<file path="config.mk">
export PLATFORM = sky130hd
export DESIGN_NAME = dt_request_arbiter
export DESIGN_NICKNAME = d
export VERILOG_FILES = /design/src/rtl/dt_request_arbiter.sv
export SDC_FILE = /design/constraint.sdc
export NUM_CORES = 1
export LEC_CHECK = 0
export ABC_AREA = 1
export CAP_MARGIN = 20
export CELL_PAD_IN_SITES_DETAIL_PLACEMENT = 1
export CELL_PAD_IN_SITES_GLOBAL_PLACEMENT = 2
export CORE_ASPECT_RATIO = 2
export CORE_MARGIN = 2
export CORE_UTILIZATION = 21
export CTS_CLUSTER_SIZE = 30
export DETAILED_ROUTE_END_ITERATION = 16
export PLACE_DENSITY = 0.82
export SYNTH_ARGS = -nofsm -noshare
export SYNTH_HDL_FRONTEND = slang
export SYNTH_SLANG_ARGS = --single-unit
</file>
<file path="constraint.sdc">
create_clock -name clk -period 2.65 [get_ports clk]
set_input_delay 0.53 -clock clk [delete_from_list [all_inputs] [get_ports clk]]
set_output_delay 0.53 -clock clk [all_outputs]
set_load 0.01 [all_outputs]
</file>
<file path="src/rtl/dt_request_arbiter.sv">
// Round-robin front end that shares one decision-tree classifier among NUM_REQ feature sources,
// with a launch/wait/respond handshake, timeout recovery and late-done suppression.
module dt_request_arbiter #(
    parameter int NUM_REQ        = 4,
    parameter int SRC_W          = $clog2(NUM_REQ),
    parameter int TIMEOUT_CYCLES = 1024
) (
    input  logic                 clk,
    input  logic                 rst_n,
    input  logic [NUM_REQ-1:0]   req_valid,
    output logic [NUM_REQ-1:0]   req_ready,
    input  logic [NUM_REQ*74-1:0] req_feat,
    output logic                 dt_start,
    output logic [10:0]          dt_arb_id_dec,
    output logic [3:0]           dt_data_length,
    output logic [7:0]           dt_first_byte,
    output logic [7:0]           dt_last_byte,
    output logic [10:0]          dt_byte_sum,
    output logic [31:0]          dt_time_delta,
    input  logic                 dt_done,
    input  logic                 dt_is_attack,
    input  logic [7:0]           dt_final_node,
    input  logic                 dt_error,
    output logic                 res_valid,
    input  logic                 res_ready,
    output logic [SRC_W-1:0]     res_src,
    output logic                 res_is_attack,
    output logic [7:0]           res_final_node,
    output logic                 res_error,
    output logic                 res_timeout,
    output logic                 busy,
    output logic [15:0]          timeout_count
);

    typedef enum logic [1:0] {IDLE, LAUNCH, WAIT, RESP} state_t;

    state_t            state, state_next;
    logic [SRC_W-1:0]  rr_ptr;
    logic [SRC_W-1:0]  grant;
    logic [SRC_W-1:0]  grant_sel;
    logic [SRC_W-1:0]  cand;
    logic              grant_found;
    logic              accept;
    logic [15:0]       cnt;
    logic              cnt_expire;
    logic              timeout_now;
    logic              stale;
    logic [73:0]       sel_feat;

    // Walking the offsets downward lets the lowest offset from rr_ptr overwrite the others.
    always_comb begin
        grant_sel   = '0;
        grant_found = 1'b0;
        cand        = '0;
        for (int i = NUM_REQ - 1; i >= 0; i--) begin
            cand = SRC_W'((int'(rr_ptr) + i) % NUM_REQ);
            if (req_valid[cand]) begin
                grant_found = 1'b1;
                grant_sel   = cand;
            end
        end
    end

    assign accept      = (state == IDLE) && !stale && grant_found;
    assign sel_feat    = req_feat[74*grant_sel +: 74];
    assign cnt_expire  = ({1'b0, cnt} + 17'd1) == 17'(TIMEOUT_CYCLES);
    assign timeout_now = (state == WAIT) && !dt_done && cnt_expire;
    assign dt_start    = (state == LAUNCH);
    assign res_valid   = (state == RESP);
    assign busy        = (state != IDLE) || stale;

    always_comb begin
        req_ready = '0;
        if (accept) begin
            req_ready[grant_sel] = 1'b1;
        end
    end

    always_ff @(posedge clk or negedge rst_n) begin
        if (!rst_n) begin
            state <= IDLE;
        end else begin
            state <= state_next;
        end
    end

    always_comb begin
        state_next = state;
        case (state)
            IDLE:    if (accept) state_next = LAUNCH;
            LAUNCH:  state_next = WAIT;
            WAIT:    if (dt_done || cnt_expire) state_next = RESP;
            RESP:    if (res_ready) state_next = IDLE;
            default: state_next = IDLE;
        endcase
    end

    // cnt holds cycles elapsed since dt_start while waiting, and is reused to age out a stale launch.
    always_ff @(posedge clk or negedge rst_n) begin
        if (!rst_n) begin
            rr_ptr         <= '0;
            grant          <= '0;
            cnt            <= '0;
            stale          <= 1'b0;
            dt_arb_id_dec  <= '0;
            dt_data_length <= '0;
            dt_first_byte  <= '0;
            dt_last_byte   <= '0;
            dt_byte_sum    <= '0;
            dt_time_delta  <= '0;
            res_src        <= '0;
            res_is_attack  <= 1'b0;
            res_final_node <= '0;
            res_error      <= 1'b0;
            res_timeout    <= 1'b0;
            timeout_count  <= '0;
        end else begin
            if (accept) begin
                grant          <= grant_sel;
                dt_arb_id_dec  <= sel_feat[73:63];
                dt_data_length <= sel_feat[62:59];
                dt_first_byte  <= sel_feat[58:51];
                dt_last_byte   <= sel_feat[50:43];
                dt_byte_sum    <= sel_feat[42:32];
                dt_time_delta  <= sel_feat[31:0];
            end

            if (state == LAUNCH) begin
                cnt <= 16'd1;
            end else if (timeout_now) begin
                cnt <= '0;
            end else if ((state == WAIT) || stale) begin
                cnt <= cnt + 16'd1;
            end

            if (timeout_now) begin
                stale <= 1'b1;
            end else if (stale && (dt_done || cnt_expire)) begin
                stale <= 1'b0;
            end

            if ((state == WAIT) && dt_done) begin
                res_src        <= grant;
                res_is_attack  <= dt_is_attack;
                res_final_node <= dt_final_node;
                res_error      <= dt_error;
                res_timeout    <= 1'b0;
            end else if (timeout_now) begin
                res_src        <= grant;
                res_is_attack  <= 1'b0;
                res_final_node <= 8'hFF;
                res_error      <= 1'b1;
                res_timeout    <= 1'b1;
                if (timeout_count != 16'hFFFF) begin
                    timeout_count <= timeout_count + 16'd1;
                end
            end

            if ((state == RESP) && res_ready) begin
                rr_ptr <= (grant == SRC_W'(NUM_REQ - 1)) ? '0 : grant + SRC_W'(1);
            end
        end
    end

endmodule

</file>
==> impl_metrics.yaml, run 1 <==
synthesis:
  synth_cell_types: 36
  synthArstFlopShare_pct: 100
  synth.net_count: 1881
  yosys_warnings: 0
  netlist_area_mm2: 0.00960
  postSynthAreaPerCell_um2: 6.16
  synthCells: 1559
  yosysMostFrequentCell: "nand2_1"
  ys_seq_area_share_pct: 32.8
  dominantRegCellSynth: "dfrtp_1"
  synthTopCellsByArea: "dfrtp_1, nand2_1, nand3_1"
  synth_common_cells: "nand2_1, inv_1, nand3_1, dfrtp_1, nand4_1"
  yosys.area.top_type_share_pct: 32.8
  yosysTopAreaCell: "dfrtp_1"
  synth-edff-count: 0
  ys_seq_elements: 126
sta:
  setup_slack_ns: 0.0311
  setup_tns_ns: 0
  finalCritPeriodShare_pct: 98.8
  fmax_mhz: 382
  slew_violations: 0
  period_needed_ns: 2.62
  slew_headroom_pct: 33.8
  fin_skew_ns: 0.00811
  setup_violations: 0
  tightest_slew_ns: 0.990
  whs_ns: 0.0175
  rsz0062_at_grt: "yes"
  final_hold_viol_count: 0
floorplanning:
  io_pins: 424
  dieHeight_um: 306
  core_mm2: 0.0451
  dieArea_mm2: 0.0475
  rows: 110
  dieWidth_um: 155
  initial_core_util_pct: 21.3
placement:
  gp_congestion: 0.920
  numPortBuffers: 423
  place_ws_ns: -0.563
  post_dp_cell_area_mm2: 0.0145
  placed_cells: 2496
  hpwl_um: 38700
finish:
  final_area_mm2: 0.0155
  multi_input_area_mm2: 0.00512
  drive_gt1_share_pct: 7.78
  final_net_count: 2288
  instances_no_fill: 2546
  syn_to_final_growth_pct: 61.3
  final-seq-area_mm2: 0.00316
  n_fill_cell: 5744
critical_path:
  critical_path_arrival_ns: 2.09
  end_kind: "output pin"
  timing.rr.end: "dt_first_byte[4]"
  critPathSlowestCell: "dfrtp_2"
  critPathKind: "flip-flop to output pin"
  start_kind: "flip-flop"
  r2r-start: "rr_ptr[1]"
  cp.depth: 10
  critical_path_required_ns: 2.12
  critPathBufInv: 3
  slowest_delay_ns: 0.42
  critPathTopFamily: "simple AND/OR/NAND/NOR gates"
  ff2ff_setup_slack_ns: 0.05
  cp_max_fo: 5
  reg2reg_depth: 13
  crit_path_cell_trace: "inv_2, nor2_2, nor2_4, nand2_4, nand3_2, buf_4, nand3_4, nand2_8, nor3_4, buf_2"
clock_network:
  clk_path_buf_depth: 2
  hold_buffers: 0
  clock-sinks: 126
  cts_tree: "yes"
  clk_latency_ns: 0.44
  clkSlewWorstSetupHoldPaths_ns: 0.07
  ctsRootBufferMaster: "clkbuf_16"
  numCtsBuffers: 17
  h-tree-depth: 4
route:
  drc_errors: 0
  drt_iter0_drc: 454
  ant_nets: 0
  first_pass_iters: 6
  vias_per_cell: 4.60
  wl_um: 50200
  avgRoutedWirePerCell_um: 19.7
  routed-via-count: 11700
pwr:
  p_leak_nw: 7.83
  power.density_mw_per_mm2: 1100
  switching_share_pct: 50.1
  pwr-share-seq_pct: 19.1
  switchingPower_mw: 8.56
  combPwrFrac_pct: 66.4
  irDropWorstVdd_mv: 0.705
  cellInternalPower_mw: 8.53
  clkPwrFrac_pct: 14.5
global_routing:
  antenna_found_initial: 13
  grt_overflow: 0
  grt_max_degree: 83
  grt_pass1_vias: 12600
  grt_pass1_wl_um: 74600
  grt_util_all_layers_pct: 20.7
worst_hold_path:
  holdCritPathClass: "input pin to asynchronous set/reset pin"
run:
  cap_violations: 0
status:
  status: "complete, no violations"
==> logic make-up after synthesis <==
kind of cell	Yosys count	share of synthesized area (%)
simple gates	984	46.5
buf+inv	397	16.5
flops	126	32.8
compound gates	27	1.50
xor+xnor	16	1.46
fa+ha+maj	8	1.04
mux	1	0.104
==> flip-flops by register name (all words and copies together), names as in the netlist, 8 cells and up <==
register        flops
dt_first_byte       8
timeout_count      16
cnt                16
res_final_node      8
dt_time_delta      32
dt_arb_id_dec      11
dt_last_byte        8
dt_byte_sum        11
==> final cells by class <==
| type | count | share of cell area [%] |
|---|---|---|
| diodes | 7 | 0.113 |
| clock buffers | 18 | 2.84 |
| clock inverters | 14 | 1.01 |
| inverters | 311 | 7.56 |
| multi-input cells | 1037 | 33.0 |
| flip-flops and latches | 126 | 20.4 |
| well taps | 560 | 4.52 |
| repair buffers | 473 | 30.5 |
==> layout by cell type (no fill, tap or decap), types with 6 or more instances in the layout <==
master	count
nor2_1	39
buf_6	7
clkbuf_16	17
nand4_1	71
xor2_1	12
nor2_2	8
nand3b_1	40
nand2_2	10
o21ai_0	18
diode_2	7
inv_1	304
nand3_1	265
nand2_1	509
dfrtp_1	124
clkdlybuf4s50_1	415
buf_4	35
ha_1	7
nor2_4	9
or2_2	7
buf_12	6
==> per-layer routing <==
layer  GRT usage, %  vias to the layer above  wire (µm)
met5              0                        -         57
met4           9.13                       12       1890
met3           3.65                      102       2110
met2           40.0                      357      28100
met1           21.3                     5606      18000
li1               -                     5643          -
==> power by group through the flow <==
stage               combinational, mW  sequential (mW)  clock, mW
CTS                              11.2             3.25       2.57
floorplan                        5.97             3.44          0
finish                           11.4             3.26       2.48
detailed placement               11.0             3.27          0
global route                     12.6             3.34       2.63
global placement                 10.8             3.25          0
==> worst reg2reg max path: stages, from the launching register on <==
cell and delay [ns]:
dfrtp_2 0.42, inv_2 0.09, nor2_2 0.20, nor2_4 0.07
nand2_4 0.10, buf_6 0.11, nand2_4 0.06, o21ai_4 0.25
buf_6 0.18, buf_4 0.44, nor2_4 0.14, buf_4 0.19
nand3_1 0.16, nand3_1 0.10
==> per-stage QoR <==
step	utilization, %	power (mW)
finish	34.3	17.1
global placement	32.2	14.0
floorplan	-	9.41
detailed placement	32.2	14.3
global route	34.3	18.6
CTS	33.8	17.0
==> how the worst max path moves through the flow <==
stage | to | slack (ns) | startpoint
after detailed placement | dt_time_delta[30] | -0.56 | req_valid[3]
after CTS | req_ready[3] | -0.001 | req_valid[0]
after global routing | req_ready[0] | -0.08 | rr_ptr[0]
after global placement | req_ready[1] | -0.50 | req_valid[3]
after floorplan | req_ready[0] | 0.29 | req_valid[3]
final | req_ready[0] | 0.03 | rr_ptr[1]
==> timing repair <==
action,4_1_cts,5_1_grt
endpoints found under the setup margin,39,74
cloned,0,1
resized for setup,47,41
setup buffers,4,6
pin swaps,6,14
No activity file was read; power rests on OpenSTA's default activity.
==> inputs of run 2 (changes only) <==
Settings changed: CAP_MARGIN 20 to default.
==> results of run 2 <==
Final layout, timing and power as in run 1 (identical DEF).
